==> src/rtl/prv664_wb_outbuf_pkg.sv <==
// Shared writeback packet definition, reused by the writeback select unit.
package prv664_wb_outbuf_pkg;

  localparam int WB_XLEN  = 64;
  localparam int WB_VADDR = 64;
  localparam int WB_ITAGW = 8;
  localparam int WB_FFLAGW = 5;

  typedef struct packed {
    logic [WB_ITAGW-1:0]  itag;
    logic [WB_XLEN-1:0]   data;
    logic [WB_XLEN-1:0]   csrdata;
    logic [WB_VADDR-1:0]  branchaddr;
    logic                 jump;
    logic [WB_FFLAGW-1:0] fflag;
    logic                 mmio;
    logic                 load_acc_flt;
    logic                 load_addr_mis;
    logic                 load_page_flt;
    logic                 store_acc_flt;
    logic                 store_addr_mis;
    logic                 store_page_flt;
  } wb_pkt_t;

  localparam int WB_PKT_W = $bits(wb_pkt_t);

endpackage

==> src/rtl/pip_wb_interface.sv <==
// Writeback handshake between one execution unit buffer and the writeback select unit.
interface pip_wb_interface;
  import prv664_wb_outbuf_pkg::*;

  logic                 valid;
  logic                 ready;
  logic [WB_ITAGW-1:0]  itag;
  logic [WB_XLEN-1:0]   data;
  logic [WB_XLEN-1:0]   csrdata;
  logic [WB_VADDR-1:0]  branchaddr;
  logic                 jump;
  logic [WB_FFLAGW-1:0] fflag;
  logic                 mmio;
  logic                 load_acc_flt;
  logic                 load_addr_mis;
  logic                 load_page_flt;
  logic                 store_acc_flt;
  logic                 store_addr_mis;
  logic                 store_page_flt;

  modport master (
    output valid, itag, data, csrdata, branchaddr, jump, fflag, mmio,
           load_acc_flt, load_addr_mis, load_page_flt,
           store_acc_flt, store_addr_mis, store_page_flt,
    input  ready
  );

  modport slave (
    input  valid, itag, data, csrdata, branchaddr, jump, fflag, mmio,
           load_acc_flt, load_addr_mis, load_page_flt,
           store_acc_flt, store_addr_mis, store_page_flt,
    output ready
  );

endinterface

==> src/rtl/prv664_wb_fifo_core.sv <==
// Generic circular FIFO with wrap-bit pointers, registered ready/count and flush-to-empty.
module prv664_wb_fifo_core #(
  parameter int DEPTH = 2,
  parameter int WIDTH = 8,
  localparam int AW = $clog2(DEPTH)
) (
  input  logic             clk_i,
  input  logic             arst_i,
  input  logic             flush_i,
  input  logic             push_i,
  input  logic [WIDTH-1:0] data_i,
  output logic             inReady_o,
  input  logic             popReady_i,
  output logic             valid_o,
  output logic [WIDTH-1:0] data_o,
  output logic [AW:0]      count_o
);

  localparam logic [AW:0] PTR_ONE = (AW+1)'(1);

  logic [AW:0]      wrPtr_q, wrPtr_d, rdPtr_q, rdPtr_d;
  logic [AW:0]      count_q, count_d;
  logic             inReady_q, inReady_d;
  logic [WIDTH-1:0] mem_q [DEPTH];
  logic             empty, full, pushEn, popEn;

  assign empty  = (wrPtr_q == rdPtr_q);
  assign full   = (wrPtr_q[AW-1:0] == rdPtr_q[AW-1:0]) && (wrPtr_q[AW] != rdPtr_q[AW]);
  assign pushEn = push_i && inReady_q && !flush_i;
  assign valid_o = !empty && !flush_i;
  assign popEn  = valid_o && popReady_i;

  always_comb begin
    wrPtr_d = wrPtr_q;
    rdPtr_d = rdPtr_q;
    if (flush_i) begin
      wrPtr_d = '0;
      rdPtr_d = '0;
    end else begin
      if (pushEn) wrPtr_d = wrPtr_q + PTR_ONE;
      if (popEn)  rdPtr_d = rdPtr_q + PTR_ONE;
    end
    count_d   = wrPtr_d - rdPtr_d;
    inReady_d = !((wrPtr_d[AW-1:0] == rdPtr_d[AW-1:0]) && (wrPtr_d[AW] != rdPtr_d[AW]));
  end

  always_ff @(posedge clk_i or posedge arst_i) begin
    if (arst_i) begin
      wrPtr_q   <= '0;
      rdPtr_q   <= '0;
      count_q   <= '0;
      inReady_q <= 1'b1;
    end else begin
      wrPtr_q   <= wrPtr_d;
      rdPtr_q   <= rdPtr_d;
      count_q   <= count_d;
      inReady_q <= inReady_d;
    end
  end

  // Payload storage is deliberately left unreset; it is only observed while valid.
  always_ff @(posedge clk_i) begin
    if (pushEn) mem_q[wrPtr_q[AW-1:0]] <= data_i;
  end

  assign data_o    = mem_q[rdPtr_q[AW-1:0]];
  assign inReady_o = inReady_q;
  assign count_o   = count_q;

  noPushWhenFull: assert property (@(posedge clk_i) disable iff (arst_i) !(pushEn && full));
  stableWhileStalled: assert property (@(posedge clk_i) disable iff (arst_i)
    (valid_o && !popReady_i) |=> $stable(data_o));
  countInRange: assert property (@(posedge clk_i) disable iff (arst_i) count_q <= (AW+1)'(DEPTH));

endmodule

==> src/rtl/prv664_wb_outbuf.sv <==
// Writeback output buffer: queues unit results in order and presents them on a pip_wb master port.
module prv664_wb_outbuf
  import prv664_wb_outbuf_pkg::*;
#(
  parameter int DEPTH = 2,
  parameter int XLEN  = WB_XLEN,
  parameter int VADDR = WB_VADDR,
  parameter int ITAGW = WB_ITAGW
) (
  input  logic                   clk_i,
  input  logic                   arst_i,
  input  logic                   flush_i,
  input  logic                   in_valid_i,
  output logic                   in_ready_o,
  input  wb_pkt_t                in_pkt_i,
  pip_wb_interface.master        wb_mif,
  output logic [$clog2(DEPTH):0] count_o
);

  // Packet field widths are fixed by the shared package; reject a mismatching override.
  if (XLEN != WB_XLEN || VADDR != WB_VADDR || ITAGW != WB_ITAGW) begin : gBadWidth
    $error("prv664_wb_outbuf: width parameters must match prv664_wb_outbuf_pkg");
  end

  wb_pkt_t headPkt;
  logic    headValid;

  prv664_wb_fifo_core #(
    .DEPTH (DEPTH),
    .WIDTH (WB_PKT_W)
  ) uCore (
    .clk_i      (clk_i),
    .arst_i     (arst_i),
    .flush_i    (flush_i),
    .push_i     (in_valid_i),
    .data_i     (in_pkt_i),
    .inReady_o  (in_ready_o),
    .popReady_i (wb_mif.ready),
    .valid_o    (headValid),
    .data_o     (headPkt),
    .count_o    (count_o)
  );

  assign wb_mif.valid          = headValid;
  assign wb_mif.itag           = headPkt.itag;
  assign wb_mif.data           = headPkt.data;
  assign wb_mif.csrdata        = headPkt.csrdata;
  assign wb_mif.branchaddr     = headPkt.branchaddr;
  assign wb_mif.jump           = headPkt.jump;
  assign wb_mif.fflag          = headPkt.fflag;
  assign wb_mif.mmio           = headPkt.mmio;
  assign wb_mif.load_acc_flt   = headPkt.load_acc_flt;
  assign wb_mif.load_addr_mis  = headPkt.load_addr_mis;
  assign wb_mif.load_page_flt  = headPkt.load_page_flt;
  assign wb_mif.store_acc_flt  = headPkt.store_acc_flt;
  assign wb_mif.store_addr_mis = headPkt.store_addr_mis;
  assign wb_mif.store_page_flt = headPkt.store_page_flt;

endmodule

==> src/flat_wrapper.sv <==
// flat-port wrapper written by rule: the top's interface ports become plain ports
module prv664_wb_outbuf_flat import prv664_wb_outbuf_pkg::*;
#(
  parameter int DEPTH = 2,
  parameter int XLEN  = WB_XLEN,
  parameter int VADDR = WB_VADDR,
  parameter int ITAGW = WB_ITAGW
)
  (clk_i, arst_i, flush_i, in_valid_i, in_ready_o, in_pkt_i, count_o, wb_mif_valid, wb_mif_itag, wb_mif_data, wb_mif_csrdata, wb_mif_branchaddr, wb_mif_jump, wb_mif_fflag, wb_mif_mmio, wb_mif_load_acc_flt, wb_mif_load_addr_mis, wb_mif_load_page_flt, wb_mif_store_acc_flt, wb_mif_store_addr_mis, wb_mif_store_page_flt, wb_mif_ready);
  pip_wb_interface wb_mif_i ();
  input  logic clk_i;
  input  logic arst_i;
  input  logic flush_i;
  input  logic in_valid_i;
  output logic in_ready_o;
  input  wb_pkt_t in_pkt_i;
  output logic [$clog2(DEPTH):0] count_o;
  output wire logic [$bits(wb_mif_i.valid)-1:0] wb_mif_valid;
  output wire logic [$bits(wb_mif_i.itag)-1:0] wb_mif_itag;
  output wire logic [$bits(wb_mif_i.data)-1:0] wb_mif_data;
  output wire logic [$bits(wb_mif_i.csrdata)-1:0] wb_mif_csrdata;
  output wire logic [$bits(wb_mif_i.branchaddr)-1:0] wb_mif_branchaddr;
  output wire logic [$bits(wb_mif_i.jump)-1:0] wb_mif_jump;
  output wire logic [$bits(wb_mif_i.fflag)-1:0] wb_mif_fflag;
  output wire logic [$bits(wb_mif_i.mmio)-1:0] wb_mif_mmio;
  output wire logic [$bits(wb_mif_i.load_acc_flt)-1:0] wb_mif_load_acc_flt;
  output wire logic [$bits(wb_mif_i.load_addr_mis)-1:0] wb_mif_load_addr_mis;
  output wire logic [$bits(wb_mif_i.load_page_flt)-1:0] wb_mif_load_page_flt;
  output wire logic [$bits(wb_mif_i.store_acc_flt)-1:0] wb_mif_store_acc_flt;
  output wire logic [$bits(wb_mif_i.store_addr_mis)-1:0] wb_mif_store_addr_mis;
  output wire logic [$bits(wb_mif_i.store_page_flt)-1:0] wb_mif_store_page_flt;
  input wire logic [$bits(wb_mif_i.ready)-1:0] wb_mif_ready;
  assign wb_mif_valid = wb_mif_i.valid;
  assign wb_mif_itag = wb_mif_i.itag;
  assign wb_mif_data = wb_mif_i.data;
  assign wb_mif_csrdata = wb_mif_i.csrdata;
  assign wb_mif_branchaddr = wb_mif_i.branchaddr;
  assign wb_mif_jump = wb_mif_i.jump;
  assign wb_mif_fflag = wb_mif_i.fflag;
  assign wb_mif_mmio = wb_mif_i.mmio;
  assign wb_mif_load_acc_flt = wb_mif_i.load_acc_flt;
  assign wb_mif_load_addr_mis = wb_mif_i.load_addr_mis;
  assign wb_mif_load_page_flt = wb_mif_i.load_page_flt;
  assign wb_mif_store_acc_flt = wb_mif_i.store_acc_flt;
  assign wb_mif_store_addr_mis = wb_mif_i.store_addr_mis;
  assign wb_mif_store_page_flt = wb_mif_i.store_page_flt;
  assign wb_mif_i.ready = wb_mif_ready;
  prv664_wb_outbuf #(.DEPTH(DEPTH), .XLEN(XLEN), .VADDR(VADDR), .ITAGW(ITAGW)) u_core (.clk_i(clk_i), .arst_i(arst_i), .flush_i(flush_i), .in_valid_i(in_valid_i), .in_ready_o(in_ready_o), .in_pkt_i(in_pkt_i), .wb_mif(wb_mif_i), .count_o(count_o));
endmodule
==> config.mk <==
export PLATFORM = sky130hd
export DESIGN_NAME = prv664_wb_outbuf_flat
export DESIGN_NICKNAME = d
export VERILOG_FILES = /design/src/rtl/prv664_wb_outbuf_pkg.sv /design/src/rtl/pip_wb_interface.sv /design/src/rtl/prv664_wb_fifo_core.sv /design/src/rtl/prv664_wb_outbuf.sv /design/src/flat_wrapper.sv
export SDC_FILE = /design/constraint.sdc
export NUM_CORES = 1
export LEC_CHECK = 0
export ABC_AREA = 1
export CAP_MARGIN = 10
export CORE_ASPECT_RATIO = 0.8
export CORE_UTILIZATION = 40
export DETAILED_ROUTE_END_ITERATION = 7
export PLACE_DENSITY_LB_ADDON = 0.05
export SLEW_MARGIN = 20
export SYNTH_ARGS = -nofsm -noshare
export SYNTH_HDL_FRONTEND = slang
export SYNTH_SLANG_ARGS = --single-unit
==> constraint.sdc <==
create_clock -name clk_i -period 18.15 [get_ports clk_i]
set_input_delay 3.63 -clock clk_i [delete_from_list [all_inputs] [get_ports clk_i]]
set_output_delay 3.63 -clock clk_i [all_outputs]
set_load 0.01 [all_outputs]
==> results.toml, run 1 <==
[timing]
hold_violations = 0
rsz0062_at_grt = "false"
finClkSkew_ps = 15.1
finalMaxSlewViolations = 0
max-slew-margin-rel = 0.289
setup_violations = 0
timing.final.crit_share = 0.472
clock.fmax_mhz = 117
fin_tns_setup_ps = 0
tightestPinTransition_ps = 1070
period_needed_ps = 8570

[pwr]
power_density_nw_per_um2 = 105
leakagePower_nw = 8.43
irDropWorstVdd_mv = 0.0737

[synth]
yosysWarningCount = 0
synthTopCellsByArea = "edfxtp_1 (81%), nand2_1 (16%), buf_2 (1.1%)"
netlist_area_um2 = 15800
synth_top_area_cell = "edfxtp_1"
synth_nets = 1391
netlist_instances = 1170
synth_cell_types = 16
ys_ff_latch = 433
syn_area_per_cell_um2 = 13.5
synth_top_area_frac = 0.808
seq_area_frac_synth = 0.819

[drt]
drc_errors = 0
wl_per_cell_um = 18.0
vias = 9864
first_iter_violations = 612
top_layer_used = "met5"
wl_met1_um = 15000
ant_nets = 0
wirelength_um = 39200
wl_met3_um = 3890
first_pass_iters = 4
dr_wl_met2_um = 19700
vias_per_cell = 4.53

[floorplan]
dieWidth_um = 224
core.rowCount = 64
die-area_um2 = 40400
die_h_um = 180
pin_count = 435
core_um2 = 38600
start_util = 0.410

[placement]
hpwlAfterDp_um = 24900
dp.cells = 2094
io_buffers = 434
place.gp.congestion = 0.768

[cts]
ctsResizeCount = 0
cts.sinks = 433
cts_buffers = 45
clock_latency_ps = 540
clkTransAtPathRegs_ps = 50
ctsRootBufferMaster = "clkbuf_16"
hold_buffers = 0
cts_buffer_depth = 3
tritoncts = "yes"
post_cts.repair.setup_buffers = 0
htreeDepth = 2

[grt]
grt_pass1_vias = 9790
grt_remaining_overflow = 0
antenna_found_initial = 8
track_usage = 0.191
grt_pass1_wl_um = 57800
grt_start_max_net_pins = 131

[outcome]
status = "completed"

[worst_setup_path]
endpoint_kind = "primary output"
crit_required_ps = 14520
start_kind = "input pin"
path_max_fanout = 5
criticalPathCategory = "input pin to primary output"
worstPathArrival_ps = 4940

[min_path]
min_path_type = "flip-flop to flip-flop"

[layout]
area_delta_synth_final_pct = 40.0
nets = 1835
drive_above_1_share = 0.0492
stdcell_count = 2178

[flow_run]
drv_cap = 0
## placed cells by master, fill, tap and decap left out, types with 2 or more instances in the layout
master,netlist,layout
inv_1,12,12
nand2_1,657,657
clkbuf_1,12,5
clkdlybuf4s50_1,0,434
clkbuf_16,0,47
nor2_1,4,4
bufinv_16,0,3
edfxtp_1,426,426
buf_4,1,8
nand4_1,2,2
inv_6,0,2
ha_4,0,2
diode_2,0,2
clkinv_2,0,10
clkinvlp_4,0,3
dfrtp_1,6,5
nand3_1,8,8
clkinv_1,0,12
## area by class of cell
type	count	area (um^2)
diodes	2	5.00
well taps	528	661
flip-flops and latches	433	13000
repair buffers	444	4440
inverters	13	53.8
fillers	3182	16400
clock inverters	29	216
clock buffers	52	1190
multi-input cells	677	2620
## registers in the layout, summed over array words and instances, names as in the netlist
name,flops
u_core.uCore.count_o,2
u_core.uCore.inReady_o,1
u_core.uCore.mem_q,426
u_core.uCore.rdPtr_q,2
u_core.uCore.wrPtr_q,2
## metal layers
layer | GRT usage | vias up
met3 | 0.0827 | 60
met5 | 0 | -
li1 | - | 4853
met1 | 0.220 | 4671
met2 | 0.329 | 268
met4 | 0.0424 | 12
## power breakdown
group,total (mW),internal (mW),switching [mW]
Sequential,1.16,1.15,0.0122
Combinational,0.292,0.148,0.144
Clock,0.881,0.513,0.368
## critical path: stages
cell and delay, ps:
clkdlybuf4s50_1 530, a21oi_1 220, clkdlybuf4s50_1 570
## worst paths after layout
path                                               from                   endpoint  slack, ps  cells after the start
worst max-delay path                            flush_i               wb_mif_valid       9580                      3
worst min-delay path            u_core.uCore.rdPtr_q[1]    u_core.uCore.rdPtr_q[1]        690                      3
worst max register to register   u_core.uCore.inReady_o  u_core.uCore.mem_q[0][94]      14840                      5
worst min register to register  u_core.uCore.rdPtr_q[1]    u_core.uCore.rdPtr_q[1]        690                      3
max in group asynchronous                        arst_i     u_core.uCore.inReady_o      14550                      2
min in group asynchronous                        arst_i    u_core.uCore.wrPtr_q[0]       3320                      2
## through the flow
stage                     utilization  setup WS (ps)  instance area [um^2]  total power, mW  hold WS, ps
after global routing            0.574           9530                 22200             2.43          761
after CTS                       0.573           9580                 22100             2.36          681
after global placement          0.537           9580                 20700             1.47          666
after floorplan                     -           8830                 15800             1.29          612
final                           0.574           9580                 22200             2.33          687
after detailed placement        0.537           9580                 20700             1.48          671
## synth_stat cells
| master | number |
|---|---|
| nand3_2 | 1 |
| dfstp_2 | 1 |
| nand2_1 | 657 |
| inv_4 | 1 |
| inv_1 | 12 |
| buf_2 | 34 |
| clkbuf_1 | 12 |
| dfrtp_1 | 6 |
| nor2_1 | 4 |
| ha_1 | 3 |
| nand3_1 | 8 |
| nand2_2 | 1 |
| nand4_1 | 2 |
| buf_4 | 1 |
| a21oi_1 | 1 |
| edfxtp_1 | 426 |
## cell families after synthesis
group                    synth area share
AND/OR/NAND/NOR                     0.161
flip-flops                          0.819
buffers and inverters              0.0173
adder cells (fa/ha/maj)           0.00237
AO/OA/AOI/OAI                    0.000316
(Power assumes the default switching activity.)
==> run 2: changes to the inputs <==
clock period = 8.9 ns   (was 18.15 ns; I/O delays follow)
==> run 2 against run 1 <==
  * Clock skew decreased by 0.71 ps
  * Non-clock buffer count decreased by 4
  * Worst hold slack got worse by 9.3 ps
  * Clock power increased by 93%
  * Global-route usage decreased by 0.066 points
  * Routed wire length increased by 0.37%
  * Register-to-register slack got worse by 9100 ps
  * Critical endpoint is now wb_mif_data[38]
  * Highest routed layer unchanged
==> results.toml, run 2 (synthesis results as in run 1) <==
[worst_setup_path]
crit_required_ps = 7120
path_max_fanout = 88
start_kind = "flip-flop"
cp_top_family = "buffers and inverters"
worstPathArrival_ps = 4040
endpoint_kind = "primary output"
crit_path_cell_trace = "buf_4 > buf_4 > nand2_1 > nand2_1 > clkdlybuf4s50_1"
slowest_stage = "buf_4"
max_stage_delay_ps = 880
path_buf_inv = 3
criticalPathCategory = "flip-flop to primary output"

[floorplan]
dieWidth_um = 224
start_util = 0.410
core.rowCount = 64
die-area_um2 = 40400
core_um2 = 38600
pin_count = 435
die_h_um = 180

[outcome]
status = "completed"

[cts]
cts_buffer_depth = 3
clock_latency_ps = 530
post_cts.repair.setup_buffers = 0
hold_buffers = 0
clkTransAtPathRegs_ps = 60
cts.sinks = 433
ctsRootBufferMaster = "clkbuf_16"
htreeDepth = 2
ctsResizeCount = 0
cts_buffers = 44
tritoncts = "yes"

[timing]
rsz0062_at_grt = "false"
hold_violations = 0
finalMaxSlewViolations = 0
max-slew-margin-rel = 0.311
setup_violations = 0
timing.final.crit_share = 0.654
period_needed_ps = 5820
timing.final.ws_setup_ps = 3080
tightestPinTransition_ps = 1030
fin_tns_setup_ps = 0
finClkSkew_ps = 14.4
clock.fmax_mhz = 172

[grt]
grt_start_max_net_pins = 155
grt_remaining_overflow = 0
antenna_found_initial = 9
grt_pass1_wl_um = 57500
gr-usage-met2 = 0.302
track_usage = 0.191
grt_use_met3 = 0.0719
grtUsageMet1 = 0.243
grt.busiest_layer = "met2"
grt_pass1_vias = 9441

[drt]
ant_nets = 0
vias = 9967
first_iter_violations = 562
drc_errors = 0
wl_per_cell_um = 18.1
wirelength_um = 39400
vias_per_cell = 4.59
first_pass_iters = 5

[layout]
drive_above_1_share = 0.0397
final_common_cell = "nand2_1"
most-common-layout-cells = "nand2_1 (657), clkdlybuf4s50_1 (434), edfxtp_1 (426), clkbuf_16 (45), clkinv_1 (17)"
area_delta_synth_final_pct = 39.1
fill_cells = 3203
largest_register_ffs = 426
nets = 1830

[placement]
place.gp.congestion = 0.762
io_buffers = 434
dp_slack_ps = 3600
hpwlAfterDp_um = 24500

[pwr]
irDropWorstVdd_mv = 0.185
power_density_nw_per_um2 = 211
leakagePower_nw = 8.35

[flow_run]
drv_cap = 0

[min_path]
min_path_type = "flip-flop to flip-flop"
[run 2: cell types whose count changed in the layout (fill, tap and decap cells not counted), moves of 2 or more]
cell and change:
clkinv_1 +5, clkinv_2 -5, buf_4 -4, clkinvlp_4 -3, diode_2 +3, buf_12 +2
clkbuf_1 +2, clkbuf_16 -2
[run 2: where the power goes]
group	internal [mW]	switching, mW	total (mW)
combinational	0.301	0.294	0.595
sequential	2.34	0.0236	2.37
clock	0.973	0.723	1.70
total	3.62	1.04	4.66
[run 2: path summary, 6_finish.rpt]
path                                          from                      end  slack [ps]  cells past startpoint
max in group asynchronous                   arst_i   u_core.uCore.inReady_o        7140                      2
hold reg to reg            u_core.uCore.wrPtr_q[1]  u_core.uCore.wrPtr_q[1]         680                      4
setup reg to reg           u_core.uCore.rdPtr_q[0]   u_core.uCore.inReady_o        5750                     11
setup / recovery           u_core.uCore.rdPtr_q[0]          wb_mif_data[38]        3080                      5
min in group asynchronous                   arst_i  u_core.uCore.rdPtr_q[0]        1480                      2
hold / removal             u_core.uCore.wrPtr_q[1]  u_core.uCore.wrPtr_q[1]         680                      4
[run 2: through the flow]
step	utilization	hold slack, ps	area [um^2]	cells	power (mW)
floorplan	-	612	15800	1170	2.64
detailed placement	0.537	666	20700	2091	3.01
CTS	0.571	676	22000	2167	4.71
finish	0.571	678	22000	2172	4.66
global route	0.571	708	22000	2171	4.83
global placement	0.537	651	20700	2091	3.01
[run 2: tightest hold or removal path: stages (launching register included)]
cell	delay, ps
dfrtp_1	340
inv_1	70
nand2_1	60
nand2_1	80
inv_1	90
[run 2: layer usage]
metal / vias up / share of wire
li1: 4837 / -
met1: 4779 / 0.41
met2: 289 / 0.48
met3: 54 / 0.090
met4: 8 / 0.018
met5: - / 0.0013
[run 2: cell type report]
type,instances,area (um^2),share of cell area
diodes,5,12.5,0.000568
clock buffers,52,1150,0.0523
clock inverters,24,149,0.00676
inverters,13,53.8,0.00244
multi-input cells,677,2620,0.119
flip-flops and latches,433,13000,0.589
well taps,528,661,0.0300
repair buffers,440,4410,0.200
